**config.mk**
```make
export PLATFORM = sky130hd
export DESIGN_NAME = operand_sequencer
export DESIGN_NICKNAME = d
export VERILOG_FILES = /design/src/rtl/operand_sequencer.sv
export SDC_FILE = /design/constraint.sdc
export NUM_CORES = 1
export LEC_CHECK = 0
export ABC_AREA = 0
export BUFFER_PORTS_ARGS = -buffer_cell sky130_fd_sc_hd__buf_2
export CORE_ASPECT_RATIO = 1.25
export CORE_MARGIN = 2
export CORE_UTILIZATION = 55
export CTS_CLUSTER_SIZE = 20
export DETAILED_ROUTE_END_ITERATION = 8
export GPL_ROUTABILITY_DRIVEN = 1
export PLACE_DENSITY = 0.84
export SKIP_LAST_GASP = 1
export SLEW_MARGIN = 20
export SYNTH_ARGS = -nofsm -noshare
export SYNTH_HDL_FRONTEND = slang
export SYNTH_SLANG_ARGS = --single-unit
```
**constraint.sdc**
```tcl
create_clock -name clk -period 5.22 [get_ports clk]
set_input_delay 1.044 -clock clk [delete_from_list [all_inputs] [get_ports clk]]
set_output_delay 1.044 -clock clk [all_outputs]
set_load 0.02 [all_outputs]
```
**src/rtl/operand_sequencer.sv**
```systemverilog
`default_nettype none
// ============================================================================
// Module   : operand_sequencer
// Purpose  : Collects five operands into a..e, issues the frame to an external
//            two-stage adder/subtract/AND pipeline when the result FIFO has
//            room for it, and buffers the returned results in a FIFO.
// Options  : OPERAND_SEQUENCER_FLUSH_EN adds a synchronous 'flush' input that
//            drops a partially collected or waiting frame.
// Revision : 1.0 - initial release
// ============================================================================
module operand_sequencer #(
  parameter int RES_DEPTH = 4
) (
  input  logic       clk,
  input  logic       reset,
`ifdef OPERAND_SEQUENCER_FLUSH_EN
  input  logic       flush,
`endif
  input  logic       in_valid,
  output logic       in_ready,
  input  logic [4:0] in_data,
  output logic [4:0] a,
  output logic [4:0] b,
  output logic [4:0] c,
  output logic [4:0] d,
  output logic [4:0] e,
  output logic       issue,
  input  logic [4:0] s_in,
  output logic       res_valid,
  input  logic       res_ready,
  output logic [4:0] res_data
);

  localparam int AW = $clog2(RES_DEPTH);
  localparam int CW = AW + 1;

  localparam logic [CW:0]   C_DEPTH   = RES_DEPTH[CW:0];
  localparam logic [CW-1:0] C_FULL    = RES_DEPTH[CW-1:0];
  localparam logic [CW-1:0] C_CNT_ONE = 1;
  localparam logic [AW-1:0] C_PTR_ONE = 1;

  typedef enum logic [0:0] {
    S_COLLECT = 1'b0,
    S_FULL    = 1'b1
  } state_t;

  state_t        state_q;
  logic [2:0]    slot_q;
  logic [4:0]    a_q, b_q, c_q, d_q, e_q;
  logic          p0_q, p1_q;
  logic [AW-1:0] wr_ptr_q, rd_ptr_q;
  logic [CW-1:0] count_q, count_d;
  logic [4:0]    mem_q [RES_DEPTH];

  logic          w_accept;
  logic          w_credit;
  logic          w_push;
  logic          w_pop;
  logic          w_full;
  logic [1:0]    w_inflight;

  // Credit: buffered results plus frames still in the pipe must leave a slot.
  assign w_inflight = {1'b0, p0_q} + {1'b0, p1_q};
  assign w_credit   = ({1'b0, count_q} + {{(CW-1){1'b0}}, w_inflight}) < C_DEPTH;

`ifdef OPERAND_SEQUENCER_FLUSH_EN
  assign in_ready = (state_q == S_COLLECT) && !flush;
  assign issue    = (state_q == S_FULL) && w_credit && !flush;
`else
  assign in_ready = (state_q == S_COLLECT);
  assign issue    = (state_q == S_FULL) && w_credit;
`endif

  assign w_accept = in_valid && in_ready;

  assign a = a_q;
  assign b = b_q;
  assign c = c_q;
  assign d = d_q;
  assign e = e_q;

  // Collect/issue FSM: steer accepted operands into their slot, wait for credit.
  always_ff @(posedge clk or posedge reset) begin
    if (reset) begin
      state_q <= S_COLLECT;
      slot_q  <= 3'd0;
      a_q     <= 5'd0;
      b_q     <= 5'd0;
      c_q     <= 5'd0;
      d_q     <= 5'd0;
      e_q     <= 5'd0;
    end
`ifdef OPERAND_SEQUENCER_FLUSH_EN
    else if (flush) begin
      state_q <= S_COLLECT;
      slot_q  <= 3'd0;
    end
`endif
    else if (state_q == S_COLLECT) begin
      if (w_accept) begin
        case (slot_q)
          3'd0:    a_q <= in_data;
          3'd1:    b_q <= in_data;
          3'd2:    c_q <= in_data;
          3'd3:    d_q <= in_data;
          default: e_q <= in_data;
        endcase
        if (slot_q == 3'd4) begin
          slot_q  <= 3'd0;
          state_q <= S_FULL;
        end else begin
          slot_q <= slot_q + 3'd1;
        end
      end
    end else begin
      // Operands stay frozen until credit lets the frame go out.
      if (w_credit) begin
        state_q <= S_COLLECT;
      end
    end
  end

  // In-flight tracker mirroring the two-cycle latency of the downstream pipe.
  always_ff @(posedge clk or posedge reset) begin
    if (reset) begin
      p0_q <= 1'b0;
      p1_q <= 1'b0;
    end else begin
      p0_q <= issue;
      p1_q <= p0_q;
    end
  end

  assign w_push    = p1_q;
  assign res_valid = (count_q != '0);
  assign w_pop     = res_valid && res_ready;
  assign w_full    = (count_q == C_FULL);

  // Occupancy next state; a simultaneous push and pop leaves it unchanged.
  always_comb begin
    count_d = count_q;
    case ({w_push, w_pop})
      2'b10:   count_d = count_q + C_CNT_ONE;
      2'b01:   count_d = count_q - C_CNT_ONE;
      default: count_d = count_q;
    endcase
  end

  // FIFO pointers and occupancy; pointers wrap naturally at the power-of-two depth.
  always_ff @(posedge clk or posedge reset) begin
    if (reset) begin
      wr_ptr_q <= '0;
      rd_ptr_q <= '0;
      count_q  <= '0;
    end else begin
      if (w_push) begin
        wr_ptr_q <= wr_ptr_q + C_PTR_ONE;
      end
      if (w_pop) begin
        rd_ptr_q <= rd_ptr_q + C_PTR_ONE;
      end
      count_q <= count_d;
    end
  end

  // Result storage; contents need no reset because the head is masked while empty.
  always_ff @(posedge clk) begin
    if (w_push) begin
      mem_q[wr_ptr_q] <= s_in;
    end
  end

  // Head is shown directly; forced to zero while empty so reset reads back 0.
  assign res_data = res_valid ? mem_q[rd_ptr_q] : 5'd0;

  // The credit rule must make a push into a full FIFO impossible.
  a_no_overflow : assert property (@(posedge clk) disable iff (reset) !(w_push && w_full));

endmodule
`default_nettype wire

```
---- After elaboration in Yosys (flattened, before gate mapping) ----
Memory sizes are Yosys's and may differ from the RTL's.
Cells that the tools add are included.
storage, ports and cells
  input bits .............................. 14
  register bits ........................... 38
  RAM bits ................................ 20
  output and inout bits ................... 33
  memories kept ........................... 1
  word-level logic and storage cells ...... 51
memories
  name   depth  width  rd ports  clocked after memory_dff  wr ports  line  RTL
  mem_q  4      5      1         0                         1         53    logic [4:0] mem_q [RES_DEPTH];
operators by class
  order comparisons ....................... 1
  mux-type cells .......................... 9
  equality and inequality tests ........... 6
  add/subtract/negate cells ............... 7
  reductions and logical operators ........ 13
  bitwise logic cells ..................... 2
operators by type and width
  cell                                                        count
  AND reduction 3 bit                                         5
  adder 3 x 1 -> 3 bit, second input constant                 2
  equality test 3 x 2 -> 1 bit, second input constant         2
  2-to-1 mux 1 bit                                            6
  case mux 3 bit (2 select lines)                             1
  2-to-1 mux 5 bit                                            1
  adder 2 x 1 -> 2 bit, second input constant                 2
  adder 3 x 2 -> 4 bit                                        1
  less-than comparator 4 x 3 -> 1 bit, second input constant  1
  OR reduction 4 bit                                          1
  equality test 3 x 1 -> 1 bit, second input constant         1
  equality test 3 bit, second input constant                  1
  logical AND 1 bit                                           3
  logical NOT 3 bit                                           1
  2-to-1 mux 3 bit                                            1
  nonzero test 3 bit                                          1
  subtractor 3 x 1 -> 3 bit, second input constant            1
  adder 1 x 1 -> 2 bit                                        1
  equality test 2 x 1 -> 1 bit, second input constant         1
  equality test 2 bit, second input constant                  1
  NOT 1 bit                                                   2
  AND reduction 2 bit                                         1
  nonzero test 2 bit                                          1

---- Longest topological paths before layout ----
  depth in word-level cells ............... 5
  depth in mapped cells ................... 9
  mapped depth without buffers ............ 8

---- Worst setup path after synthesis ----
No wires, ideal clock.
  kind .................................... reg-to-output
  start ................................... register count_q[0]
  end ..................................... output port issue
  arrival time ............................ 1500 ps
  stages on the path, launching flop included .. 4
  setup slack ............................. 2676 ps
  cell sequence ........................... dfrtp_1 > ha_1 > a21o_1 > a211oi_1
on the way
  cells in the longest elaborated chain, start to end .. 3
ends and longest elaborated chain
  item                                 line  RTL
  start, declared                      52    logic [CW-1:0] count_q, count_d;
  start signal, assigned               162   count_q <= count_d;
  adder 3 x 2 -> 4 bit                 64    assign w_credit = ({1'b0, count_q} + {{(CW-1){1'b0}}, w_inflight}) < C_DEPTH;
  less-than comparator 4 x 3 -> 1 bit  64
  logical AND 1 bit                    71    assign issue = (state_q == S_FULL) && w_credit;
  end, declared                        27    output logic issue,
Every way passes these cells.

---- Worst setup path in the final report ----
Ends and elaborated chain as after synthesis.

==> run summary <==
Crit start category: flip-flop
Most frequent cells after synthesis: 38 x dfrtp_1, 21 x mux2_2, 20 x edfxtp_1
Met2 track demand over resource: 32.5%
Most used DFF post-synth: dfrtp_1
Post-synthesis cell area: 2470 um2
Area of the die: 5040 um2
Async SR Flop Fraction: 65.5%
Library cell contributing the largest single delay on the critical path: dfrtp_1
Ports placed on the boundary: 47
Crit path max fanout: 4
Fill count: 300
Setup repair after global routing missed its margin: no
Cell types occupying the most area after synthesis: dfrtp_1 39%, edfxtp_1 24%, mux2_2 9.6%, ha_1 5.6%, mux4_2 4.6%
Most Used Layer, Global Route: met2
Diode count: 0
Total negative slack: 0 ns
Critical path buffer and inverter count: 1
Most numerous cell in the Yosys netlist: dfrtp_1
Fraction of power consumed by combinational cells: 38.5%
Leakage power: 1.35 nW
Worst slew margin relative to its limit: 68.4%
Final setup slack of the worst path: 2.41 ns
Max-cap violations: 0
Number of clock buffers inserted by TritonCTS: 9
Result of the run: finished, final reports clean
Global-route wire length before repair: 7.07 mm
Worst Tran Pin Value: 0.475 ns
Via density per instance: 5.16
Sequential share of power: 38.3%
Clock network power share: 23.2%
Final Skew: 0.00729 ns
Peak supply drop: 474 uV
Setup crit end kind: primary output
Antenna viol nets, final: 0
Met3 track demand over resource: 7.08%
Proportion of layout cells with a drive suffix above 1: 45.1%
Largest net degree at the start of global routing: 39
Post-synthesis net count: 181
CTS tree: yes
CTS root buf: clkbuf_8
Internal cell power: 0.00129 W
Height of the chip: 78.9 um
Data arrival time of the critical path: 1.77 ns
Area fraction of the dominant cell type after synthesis: 38.5%
Horizontal die dimension: 63.9 um
Top cell type by total area after synthesis: dfrtp_1
Buffer count from post-CTS setup fixing: 0
Vias in the first global route: 1515
Time the worst path needs with I/O delays and setup: 2.81 ns
Power density cells: 666 nW/um2
Cell row count: 27
Total congestion overflow after global routing: 0
Type of the setup path with the least slack: reg -> out
GR Util All Layers: 19.3%
Number of standard cells after synthesis: 155
Resized Gates After CTS: 0
CP Data Required Time: 4.18 ns
Number of hold buffers added after CTS: 0
List of cells traversed by the critical path: ha_1, a21o_1, a211oi_1, buf_2
Number of synthesized flops with an enable pin: 20
TritonCTS sink count: 58
CP delay by family, top: compound AO/OA/AOI/OAI gates
Drt first pass iters: 4
H-tree Lvls: 3
Area added between synthesis and finish: 20.7%
Met1 Track Usage GR: 20.8%
Final wirelength: 4.26 mm
Clock transition at path regs: 0.06 ns
Clk buf depth: 2
Synth Area per Inst: 15.9 um2
Final setup vio count: 0
Total net switching power: 0.000694 W
Proportion of total power due to net switching: 35.0%
Number of different library cells in the post-synthesis netlist: 27
Yosys warns: 0
Std-Cell Core Area: 4360 um2
Final Hold Violating Endpoints: 0
Via Count: 1398
Starting utilization of the core area: 56.6%
DR iter-0 viols: 44
Number of antenna violations at the first check in global routing: 0
Flop and latch count out of synthesis: 58
Max Clk Rate: 0.356 GHz
Average routed wire per standard cell: 15.7 um
Remaining design rule violation count: 0
Post-DP HPWL: 3.02 mm
Share of the yosys chip area belonging to registers: 62.9%
Clock latency at the later pin of the worst-skew pair: 0.33 ns
Highest cell delay on the worst timing path: 0.41 ns
Worst hold path type: reg -> reg
Global placer's final weighted congestion: 0.720
Period Utilization, post-route: 53.9%
Post-place setup slack: 2.76 ns
Number of buffers added on ports: 46
Total Nets Final: 234
Max-slew violation count: 0
## power by group through the flow
stage	clock network (W)	registers, W	logic (W)
after detailed placement	0	0.000768	0.000768
final	0.000460	0.000760	0.000763
after global placement	0	0.000758	0.000745
after floorplan	0	0.000850	0.000461
after CTS	0.000470	0.000764	0.000774
after global routing	0.000483	0.000787	0.000828
## layer usage
metal | share of wire, % | routed length, um
met3 | 6.3 | 270
met4 | 2.1 | 89
met1 | 41 | 1740
met2 | 51 | 2150
met5 | 0 | 0
## worst paths after layout
path                            depth (start not counted)  slack (ns)    endpoint  startpoint
worst max-delay path                                    4        2.41       issue  count_q[0]
worst min-delay path                                    0        0.38        p1_q        p0_q
worst max register to register                          8        3.15  count_q[2]  count_q[0]
worst min register to register                          0        0.38        p1_q        p0_q
max in group asynchronous                               3        4.07     state_q       reset
min in group asynchronous                               3        0.81        e[1]       reset
## worst register-to-register path: stages, from the launching register on
cell and delay, ns:
dfrtp_1 0.41, or3_1 0.48, and2_1 0.23, ha_1 0.21
inv_1 0.07, fa_1 0.18, xor2_1 0.16, nor2_1 0.06
xor2_1 0.14
## state kept, by name, summed over array words and instances, names as in the netlist, 2 cells and up
signal    count
b             5
a             5
count_q       3
c             5
slot_q        3
d             5
wr_ptr_q      2
rd_ptr_q      2
e             5
mem_q        20
## cell usage in the layout, fill, tap and decap left out, types with 3 or more instances in the layout
master / instances
clkbuf_1: 3
nand3_1: 3
and2_1: 10
o21ai_0: 3
mux2_4: 5
nor3b_2: 3
mux4_2: 5
nand2_1: 3
edfxtp_1: 20
inv_1: 10
ha_1: 11
mux2_2: 21
xor2_1: 4
buf_2: 46
dfrtp_1: 38
clkbuf_8: 11
## kinds of logic after synthesis
logic type,count (synthesis),synth area share [%]
AOI/OAI and AO/OA,8,2.43
DFF,58,62.9
adders and majority gates,12,6.39
muxes,32,17.6
buffers and inverters,16,2.54
xor gates and xnor gates,6,2.13
and+or+nand+nor,23,6.03
## cell type report
| type | instances | area (um2) | area share [%] |
|---|---|---|---|
| Clock buffer | 14 | 163 | 5.46 |
| Clock inverter | 2 | 60.1 | 2.02 |
| Inverter | 11 | 41.3 | 1.39 |
| Multi-Input combinational cell | 81 | 853 | 28.6 |
| Sequential cell | 58 | 1550 | 52.1 |
| Tap cell | 58 | 72.6 | 2.44 |
| Timing Repair Buffer | 47 | 238 | 7.98 |
## through the flow
step	area (um2)	hold slack, ns	util, %	total power [W]	instances
after global placement	2760	0.366	63.3	0.00150	255
after floorplan	2470	0.360	-	0.00131	155
after CTS	2980	0.391	68.4	0.00201	271
after detailed placement	2760	0.376	63.3	0.00154	255
final	2980	0.384	68.4	0.00198	271
after global routing	2980	0.398	68.4	0.00210	271
Power figures use the tool's default switching activity.
